### src/rtl/spi_master_dual_tx.sv
// spi_master_dual_tx: dual-lane SPI mode-0 transmitter (master).
// Sends two WORD_W-bit words per frame, MSB first and in lock-step on
// DATA_OUT0/DATA_OUT1. Each SCK level is held for HALF_PERIOD clk cycles
// so an oversampling receiver sees every edge.
//
// Ports:
//   clk, reset           system clock; synchronous active-high reset
//   en                   block enable; low aborts a frame and blocks new ones
//   start                frame request, taken only while ready is high
//   data_in0/1           lane words, captured when a frame is accepted
//   ready                IDLE && en && !reset (combinational)
//   busy                 high in every non-IDLE state (registered)
//   done                 one-cycle pulse when a frame completes normally
//   frame_cnt            count of completed frames, wraps at 16 bits
//   SCK, SSEL            serial clock and active-low select (registered)
//   DATA_OUT0/1          lane serial data (registered)

module spi_master_dual_tx #(
    parameter int WORD_W      = 32,
    parameter int HALF_PERIOD = 4,
    parameter int CS_SETUP    = 4,
    parameter int CS_HOLD     = 4,
    parameter int IDLE_GAP    = 4
) (
    input  logic              clk,
    input  logic              reset,
    input  logic              en,
    input  logic              start,
    input  logic [WORD_W-1:0] data_in0,
    input  logic [WORD_W-1:0] data_in1,
    output logic              ready,
    output logic              busy,
    output logic              done,
    output logic [15:0]       frame_cnt,
    output logic              SCK,
    output logic              SSEL,
    output logic              DATA_OUT0,
    output logic              DATA_OUT1
);

    localparam int T01  = (HALF_PERIOD > CS_SETUP) ? HALF_PERIOD : CS_SETUP;
    localparam int T23  = (CS_HOLD > IDLE_GAP) ? CS_HOLD : IDLE_GAP;
    localparam int TMAX = (T01 > T23) ? T01 : T23;
    localparam int TW   = $clog2(TMAX + 1);
    localparam int BW   = (WORD_W > 1) ? $clog2(WORD_W) : 1;

    localparam logic [TW-1:0] LD_SETUP = TW'(CS_SETUP - 1);
    localparam logic [TW-1:0] LD_HALF  = TW'(HALF_PERIOD - 1);
    localparam logic [TW-1:0] LD_HOLD  = TW'(CS_HOLD - 1);
    // The IDLE cycle in which the next start is sampled is the last
    // SSEL-high cycle of the gap, so GAP itself runs one cycle short.
    localparam logic [TW-1:0] LD_GAP   =
        TW'((IDLE_GAP > 1) ? IDLE_GAP - 2 : 0);
    localparam logic [BW-1:0] LAST_BIT = BW'(WORD_W - 1);

    localparam logic [2:0] S_IDLE  = 3'd0;
    localparam logic [2:0] S_SETUP = 3'd1;
    localparam logic [2:0] S_LOW   = 3'd2;
    localparam logic [2:0] S_HIGH  = 3'd3;
    localparam logic [2:0] S_HOLD  = 3'd4;
    localparam logic [2:0] S_GAP   = 3'd5;

    logic [2:0]        state_q, state_d;
    logic [TW-1:0]     tcnt_q, tcnt_d;
    logic [BW-1:0]     bitcnt_q, bitcnt_d;
    logic [WORD_W-1:0] sh0_q, sh0_d;
    logic [WORD_W-1:0] sh1_q, sh1_d;
    logic              sck_q, sck_d;
    logic              ssel_q, ssel_d;
    logic              busy_q;
    logic              done_q, done_d;
    logic              abort_q, abort_d;
    logic [15:0]       cnt_q, cnt_d;
    logic              accept;

    assign ready  = (state_q == S_IDLE) && en && !reset;
    assign accept = start && ready;

    always_comb begin
        state_d  = state_q;
        tcnt_d   = tcnt_q;
        bitcnt_d = bitcnt_q;
        sh0_d    = sh0_q;
        sh1_d    = sh1_q;
        sck_d    = sck_q;
        ssel_d   = ssel_q;
        done_d   = 1'b0;
        abort_d  = abort_q;
        cnt_d    = cnt_q;

        unique case (state_q)
            S_IDLE: begin
                if (accept) begin
                    state_d  = S_SETUP;
                    tcnt_d   = LD_SETUP;
                    bitcnt_d = '0;
                    sh0_d    = data_in0;
                    sh1_d    = data_in1;
                    sck_d    = 1'b0;
                    ssel_d   = 1'b0;
                    abort_d  = 1'b0;
                end
            end
            S_SETUP: begin
                if (tcnt_q == '0) begin
                    state_d = S_LOW;
                    tcnt_d  = LD_HALF;
                end else begin
                    tcnt_d = tcnt_q - 1'b1;
                end
            end
            S_LOW: begin
                if (tcnt_q == '0) begin
                    state_d = S_HIGH;
                    tcnt_d  = LD_HALF;
                    sck_d   = 1'b1;
                end else begin
                    tcnt_d = tcnt_q - 1'b1;
                end
            end
            S_HIGH: begin
                if (tcnt_q == '0) begin
                    sck_d = 1'b0;
                    if (bitcnt_q == LAST_BIT) begin
                        state_d = S_HOLD;
                        tcnt_d  = LD_HOLD;
                    end else begin
                        // next bit lands on the same edge SCK falls
                        state_d  = S_LOW;
                        tcnt_d   = LD_HALF;
                        bitcnt_d = bitcnt_q + 1'b1;
                        sh0_d    = {sh0_q[WORD_W-2:0], 1'b0};
                        sh1_d    = {sh1_q[WORD_W-2:0], 1'b0};
                    end
                end else begin
                    tcnt_d = tcnt_q - 1'b1;
                end
            end
            S_HOLD: begin
                if (tcnt_q == '0) begin
                    state_d = S_GAP;
                    tcnt_d  = LD_GAP;
                    ssel_d  = 1'b1;
                    sh0_d   = '0;
                    sh1_d   = '0;
                end else begin
                    tcnt_d = tcnt_q - 1'b1;
                end
            end
            S_GAP: begin
                if (!en) begin
                    abort_d = 1'b1;
                end
                if (tcnt_q == '0) begin
                    state_d = S_IDLE;
                    if (!abort_q && en) begin
                        done_d = 1'b1;
                        cnt_d  = cnt_q + 16'd1;
                    end
                end else begin
                    tcnt_d = tcnt_q - 1'b1;
                end
            end
            default: begin
                state_d = S_IDLE;
                sck_d   = 1'b0;
                ssel_d  = 1'b1;
            end
        endcase

        // Disable mid-frame: release the bus at once, then still honour
        // the inter-frame gap before going idle.
        if (!en && state_q != S_IDLE && state_q != S_GAP) begin
            state_d = S_GAP;
            tcnt_d  = LD_GAP;
            sck_d   = 1'b0;
            ssel_d  = 1'b1;
            sh0_d   = '0;
            sh1_d   = '0;
            abort_d = 1'b1;
        end
    end

    always_ff @(posedge clk) begin
        if (reset) begin
            state_q  <= S_IDLE;
            tcnt_q   <= '0;
            bitcnt_q <= '0;
            sh0_q    <= '0;
            sh1_q    <= '0;
            sck_q    <= 1'b0;
            ssel_q   <= 1'b1;
            busy_q   <= 1'b0;
            done_q   <= 1'b0;
            abort_q  <= 1'b0;
            cnt_q    <= '0;
        end else begin
            state_q  <= state_d;
            tcnt_q   <= tcnt_d;
            bitcnt_q <= bitcnt_d;
            sh0_q    <= sh0_d;
            sh1_q    <= sh1_d;
            sck_q    <= sck_d;
            ssel_q   <= ssel_d;
            busy_q   <= (state_d != S_IDLE);
            done_q   <= done_d;
            abort_q  <= abort_d;
            cnt_q    <= cnt_d;
        end
    end

    assign busy      = busy_q;
    assign done      = done_q;
    assign frame_cnt = cnt_q;
    assign SCK       = sck_q;
    assign SSEL      = ssel_q;
    assign DATA_OUT0 = sh0_q[WORD_W-1];
    assign DATA_OUT1 = sh1_q[WORD_W-1];

endmodule
### config.mk
export PLATFORM = sky130hd
export DESIGN_NAME = spi_master_dual_tx
export DESIGN_NICKNAME = d
export VERILOG_FILES = /design/src/rtl/spi_master_dual_tx.sv
export SDC_FILE = /design/constraint.sdc
export NUM_CORES = 1
export LEC_CHECK = 0
export ABC_AREA = 1
export CORE_AREA = 5 5 102 104
export DETAILED_ROUTE_END_ITERATION = 16
export DIE_AREA = 0 0 107 109
export PLACE_DENSITY = 0.84
export SETUP_SLACK_MARGIN = 0.05
export SYNTH_ARGS = -nofsm -noshare
export SYNTH_HDL_FRONTEND = slang
export SYNTH_SLANG_ARGS = --single-unit
### constraint.sdc
create_clock -name clk -period 5 [get_ports clk]
set_clock_uncertainty 0.2 [all_clocks]
set_input_delay 1.25 -clock clk [delete_from_list [all_inputs] [get_ports clk]]
set_output_delay 1.25 -clock clk [all_outputs]
set_load 0.01 [all_outputs]
==> results of run 1 <==
## power by group
group | internal, mW | switching [mW] | total (mW)
Combinational | 0.574 | 0.973 | 1.55
Clock | 0.296 | 0.255 | 0.551
Sequential | 1.07 | 0.149 | 1.22
Total | 1.94 | 1.38 | 3.32
## final cells by class
type / count / area (um^2) / area share [%]
multi-input combinational: 661 / 2665 / 42.19
sequential: 96 / 1922 / 30.42
timing repair buffer: 97 / 991.0 / 15.69
inverter: 102 / 382.9 / 6.061
clock buffer: 13 / 148.9 / 2.357
tap: 114 / 142.6 / 2.258
clock inverter: 3 / 65.06 / 1.030
## state kept, by name (all words and copies together), names as in the netlist
register   flops
SSEL           1
sh0_q         32
abort_q        1
state_q        3
frame_cnt     16
bitcnt_q       5
done           1
sh1_q         32
SCK            1
busy           1
tcnt_q         3
## path summary, 6_finish.rpt
| check | start | endpoint | slack, ns | cells past startpoint |
|---|---|---|---|---|
| max | en | ready | 0.81 | 6 |
| min | SCK$_SDFFE_PP0P_ | SCK$_SDFFE_PP0P_ | 0.26 | 2 |
| max reg2reg | state_q[2]$_SDFF_PP0_ | sh0_q[16]$_SDFFE_PP0P_ | 2.17 | 12 |
| min reg2reg | SCK$_SDFFE_PP0P_ | SCK$_SDFFE_PP0P_ | 0.26 | 2 |
## cell usage after synthesis, drive strengths merged
master  instances
and3            1
o211ai          2
ha              5
clkbuf          9
nor3            5
o21a            1
a21o            1
nor2          181
a41oi           1
inv           102
nand3          12
buf            29
dfxtp          96
nand4           4
o21ai          17
a21oi          20
nor3b           1
a31oi           1
nand2         409
## per-layer routing
| layer | vias to the layer above | global-route usage [%] | wire length [um] |
|---|---|---|---|
| met1 | 2149 | 24.98 | 5373 |
| met2 | 109 | 33.77 | 5073 |
| met3 | 13 | 4.085 | 537 |
| li1 | 2785 | - | - |
| met4 | 0 | 6.484 | 148 |
| met5 | - | 0 | 0 |
## cell families after synthesis
group | synth area share [%]
flip-flops | 36.92
buffers and inverters | 11.97
AND/OR/NAND/NOR | 45.41
AO/OA/AOI/OAI | 4.495
adder cells (fa/ha/maj) | 1.202
## worst min-delay path, stage by stage, from the launching register on
cell and delay [ns]:
dfxtp_1 0.32, inv_1 0.05, a21oi_1 0.05
## metrics by stage
step | utilization [%] | hold slack (ns) | instance area [um^2] | setup slack, ns
3_3_place_gp | 64.52 | 0.2290 | 6103 | 0.8563
3_5_place_dp | 64.52 | 0.2472 | 6103 | 0.8098
5_1_grt | 66.79 | 0.2761 | 6317 | 0.7126
2_1_floorplan | - | 0.2435 | 5205 | 1.845
4_1_cts | 66.79 | 0.2594 | 6317 | 0.8100
6_report | 66.79 | 0.2561 | 6317 | 0.8103
==> run metrics, run 1 <==
status complete, no violations; total overflow reported by the global router 0; die height 109 um; number of vias after detailed routing 5056; data required time of the worst path 3.55 ns; number of pins with negative max-slew slack in the final report 0; Leakage 3.122 nW; Cells after DPL 1070; Die X 107 um; Max IR drop VDD 0.2350 mV; unique cell type count in the Yosys netlist 28; setup total negative slack 0 ns; later-pin clock latency in the skew report 0.36 ns; TritonCTS clock tree yes; Critical-path top delay cell clkdlybuf4s50_1; global router's overall resource usage 19.75%; filler-free cell count of the finished design 1086; # port buffers 90; Setup violations, final 0; number of inserted filler cells in the final layout 889; nature of the critical path startpoint input port; vias in the first global route 4493; Avg Vias per Cell 4.656; First-pass DRT Iterations 5; crit-path leading delay family buffers and inverters; root buffer cell clkbuf_8; main area contributors after synthesis dfxtp_1 (37%), nand2_1 (29%), nor2_1 (13%); post-route fraction of the period consumed by the critical path 83.79%; Ant. Diodes 0; CTS Sinks 96; Total Die Area 0.01166 mm^2; Tightest Pin Transition 0.7322 ns; power per unit of standard cell area 525.0 mW/mm^2; H-tree levels 3; clock slew seen by the registers of the worst setup and hold paths 0.09 ns; hold-fix buffer count after cts 0; postcts setup bufs 0; detailed placer's ending HPWL 7590 um; area of the core region 0.009459 mm^2; type of the most critical hold path register to register; Final Wtd Congestion 0.8997; buffer levels on the longest clock path 2; 1st-iter DRT viols 251; worst path bufs/invs 4; final routed wirelength across all metal layers 11130 um; Tmin final 4.190 ns; most frequent standard cell in the layout excluding fill and tap cells nand2_1; area added between synthesis and finish 21.37%; Setup CP Type input port to primary output; cell breakdown of the critical path clkdlybuf4s50_1 > inv_1 > nor2_1 > inv_1 > nor2_1 > clkdlybuf4s50_1; top fanout value on the critical path 5; number of nets in the finished design 1040; initial core utilization 55.03%; global-route wire length before repair 19160 um; kind of end point of the critical path primary output; net count after synthesis 970; pin count of the biggest net entering global routing 65; area leader, netlist dfxtp_1; Max Cap Viol 0; commonest cells after routing, fill and taps aside nand2_1 (408), nor2_1 (178), inv_1 (99); Yosys top cell area share 36.92%; crit-path max cell delay 0.55 ns; placement row count 36; total power 3.317 mW; mean cell area of the mapped netlist 5.803 um^2; share of cells above drive strength 1 2.984%; antenna-violating nets left 0; antenna violations before repair 0; headroom to the max-slew limit 51.07%; Synth Warn # 0; number of resized instances in the post-cts repair step 0; drt wl/cell 10.25 um; CTS Buf Count 9; RSZ-0062 raised after global routing no; synthesized netlist cell count 897; fmax 238.7 MHz; count of boundary I/O pins 91; arrival time of the worst setup path 2.74 ns; register area share after synthesis 36.92%; number of remaining DRC errors 0; #FFs+latches synth 96; synthesized area 0.005205 mm^2; Final Hold Fails 0
Note: power is estimated with default switching activity, not from simulation.
==> inputs of run 2 (changes only) <==
CORE_AREA = 5 5 106 108   (was 5 5 102 104)
DIE_AREA = 0 0 111 113   (was 0 0 107 109)
PLACE_DENSITY = 0.78   (was 0.84)
clock period = 4.06 ns   (was 5 ns; I/O delays follow)
==> run metrics, run 2 (synthesized netlist as in run 1, its figures left out) <==
Die X 111 um; CTS Buf Count 9; number of remaining DRC errors 0; total overflow reported by the global router 0; number of resized instances in the post-cts repair step 0; Final Wtd Congestion 0.8756; setup total negative slack 0 ns; hold-fix buffer count after cts 0; start point of the critical path en; data required time of the worst path 2.84 ns; arrival time of the worst setup path 2.49 ns; H-tree levels 3; Max IR drop VDD 0.5219 mV; antenna violations before repair 0; final routed wirelength across all metal layers 10840 um; 1st-iter DRT viols 197; cell breakdown of the critical path clkdlybuf4s50_1 > inv_1 > nor2_1 > inv_1 > nor2_1 > clkdlybuf4s50_1; commonest cells after routing, fill and taps aside nand2_1 (408), nor2_1 (178), inv_1 (99); Ant. Diodes 0; Setup violations, final 0; Leakage 3.104 nW; kind of end point of the critical path primary output; depth of the critical timing path with buffers and inverters included 6; Max Cap Viol 0; global router's overall resource usage 17.54%; number of inserted filler cells in the final layout 992; placement row count 37; r2r worst-path depth 12; buffer levels on the longest clock path 2; number of vias after detailed routing 4981; First-pass DRT Iterations 5; crit-path max cell delay 0.55 ns; root buffer cell clkbuf_8; headroom to the max-slew limit 57.40%; clock slew seen by the registers of the worst setup and hold paths 0.08 ns; CTS Sinks 96; count of boundary I/O pins 91; launch point of the worst reg-to-reg path tcnt_q[0]$_SDFFE_PP0P_; fmax 269.9 MHz; later-pin clock latency in the skew report 0.36 ns; top fanout value on the critical path 5; vias in the first global route 4362; Tmin final 3.705 ns; postcts setup bufs 0; Total Die Area 0.01254 mm^2; global-route wire length before repair 18930 um; number of nets in the finished design 1039; most frequent standard cell in the layout excluding fill and tap cells nand2_1; area of the core region 0.01014 mm^2; Setup CP Type input port to primary output; worst path bufs/invs 4; worst-case register-to-register setup slack 1.63 ns; die height 113 um; placement-stage worst setup slack 0.3291 ns; nature of the critical path startpoint input port; worst-case setup margin in the final layout 0.3553 ns; Worst R2R End sh1_q[4]$_SDFFE_PP0P_; Tightest Pin Transition 0.6390 ns; post-route fraction of the period consumed by the critical path 91.25%; power per unit of standard cell area 629.0 mW/mm^2; area added between synthesis and finish 21.20%; endpoint of the most critical setup path ready; TritonCTS clock tree yes; Final Hold Fails 0; detailed placer's ending HPWL 7301 um; number of pins with negative max-slew slack in the final report 0; # port buffers 90; type of the most critical hold path register to register; RSZ-0062 raised after global routing no; crit-path leading delay family buffers and inverters; pin count of the biggest net entering global routing 129; share of cells above drive strength 1 3.090%; initial core utilization 51.34%; status complete, no violations; Critical-path top delay cell clkdlybuf4s50_1; antenna-violating nets left 0; Avg Vias per Cell 4.500; drt wl/cell 9.790 um
==> run 2: cell count changes in the layout (fill, tap and decap cells not counted), sizes merged <==
cell and delta:
buf -1, bufinv -1, clkbuf -2, clkinv +2, clkinvlp +1
==> run 2: where the power goes <==
group | internal [mW] | total (mW) | switching, mW
clock network | 0.301 | 0.630 | 0.328
logic | 0.672 | 1.84 | 1.17
registers | 1.32 | 1.50 | 0.183
total | 2.29 | 3.97 | 1.68
==> run 2: cell type report <==
| class | instances | area, um^2 | share of cell area (%) |
|---|---|---|---|
| Multi-Input combinational cell | 661 | 2665 | 42.25 |
| Sequential cell | 96 | 1922 | 30.46 |
| Timing Repair Buffer | 96 | 970.9 | 15.39 |
| Inverter | 102 | 382.9 | 6.069 |
| Tap cell | 136 | 170.2 | 2.697 |
| Clock buffer | 11 | 141.4 | 2.241 |
| Clock inverter | 5 | 56.30 | 0.8925 |
==> run 2: routing by layer <==
layer	vias to the layer above	routed length, um	global-route usage, %
li1	2779	-	-
met1	2114	5308	21.84
met2	77	4930	30.66
met3	11	477	4.118
met4	0	121	4.516
met5	-	0	0
==> run 2: stage by stage <==
stage | instances | instance area, um^2 | power, mW | hold slack (ns) | util (%)
after CTS | 1107 | 6309 | 4.011 | 0.2485 | 62.22
after floorplan | 897 | 5205 | 3.092 | 0.2435 | -
final | 1107 | 6309 | 3.968 | 0.2501 | 62.22
after global routing | 1107 | 6309 | 4.421 | 0.2870 | 62.22
after global placement | 1091 | 6111 | 3.352 | 0.2313 | 60.27
after detailed placement | 1091 | 6111 | 3.380 | 0.2360 | 60.27
==> run 2: worst register-to-register path: cells and delay by family, from the launching register on <==
family | cells | cell delay (ns)
fa+ha+maj | 1 | 0.17
buf+inv | 3 | 0.52
flops | 1 | 0.34
simple gates | 8 | 1.09
==> run 2: worst min-delay path by stage <==
stage | depth (start not counted) | end | slack [ns] | startpoint
CTS | 2 | SCK$_SDFFE_PP0P_ | 0.25 | SCK$_SDFFE_PP0P_
detailed placement | 2 | SCK$_SDFFE_PP0P_ | 0.24 | SCK$_SDFFE_PP0P_
global placement | 2 | SCK$_SDFFE_PP0P_ | 0.23 | SCK$_SDFFE_PP0P_
floorplan | 2 | bitcnt_q[4]$_SDFFE_PP0P_ | 0.24 | bitcnt_q[4]$_SDFFE_PP0P_
global route | 2 | SCK$_SDFFE_PP0P_ | 0.29 | SCK$_SDFFE_PP0P_
finish | 2 | SCK$_SDFFE_PP0P_ | 0.25 | SCK$_SDFFE_PP0P_
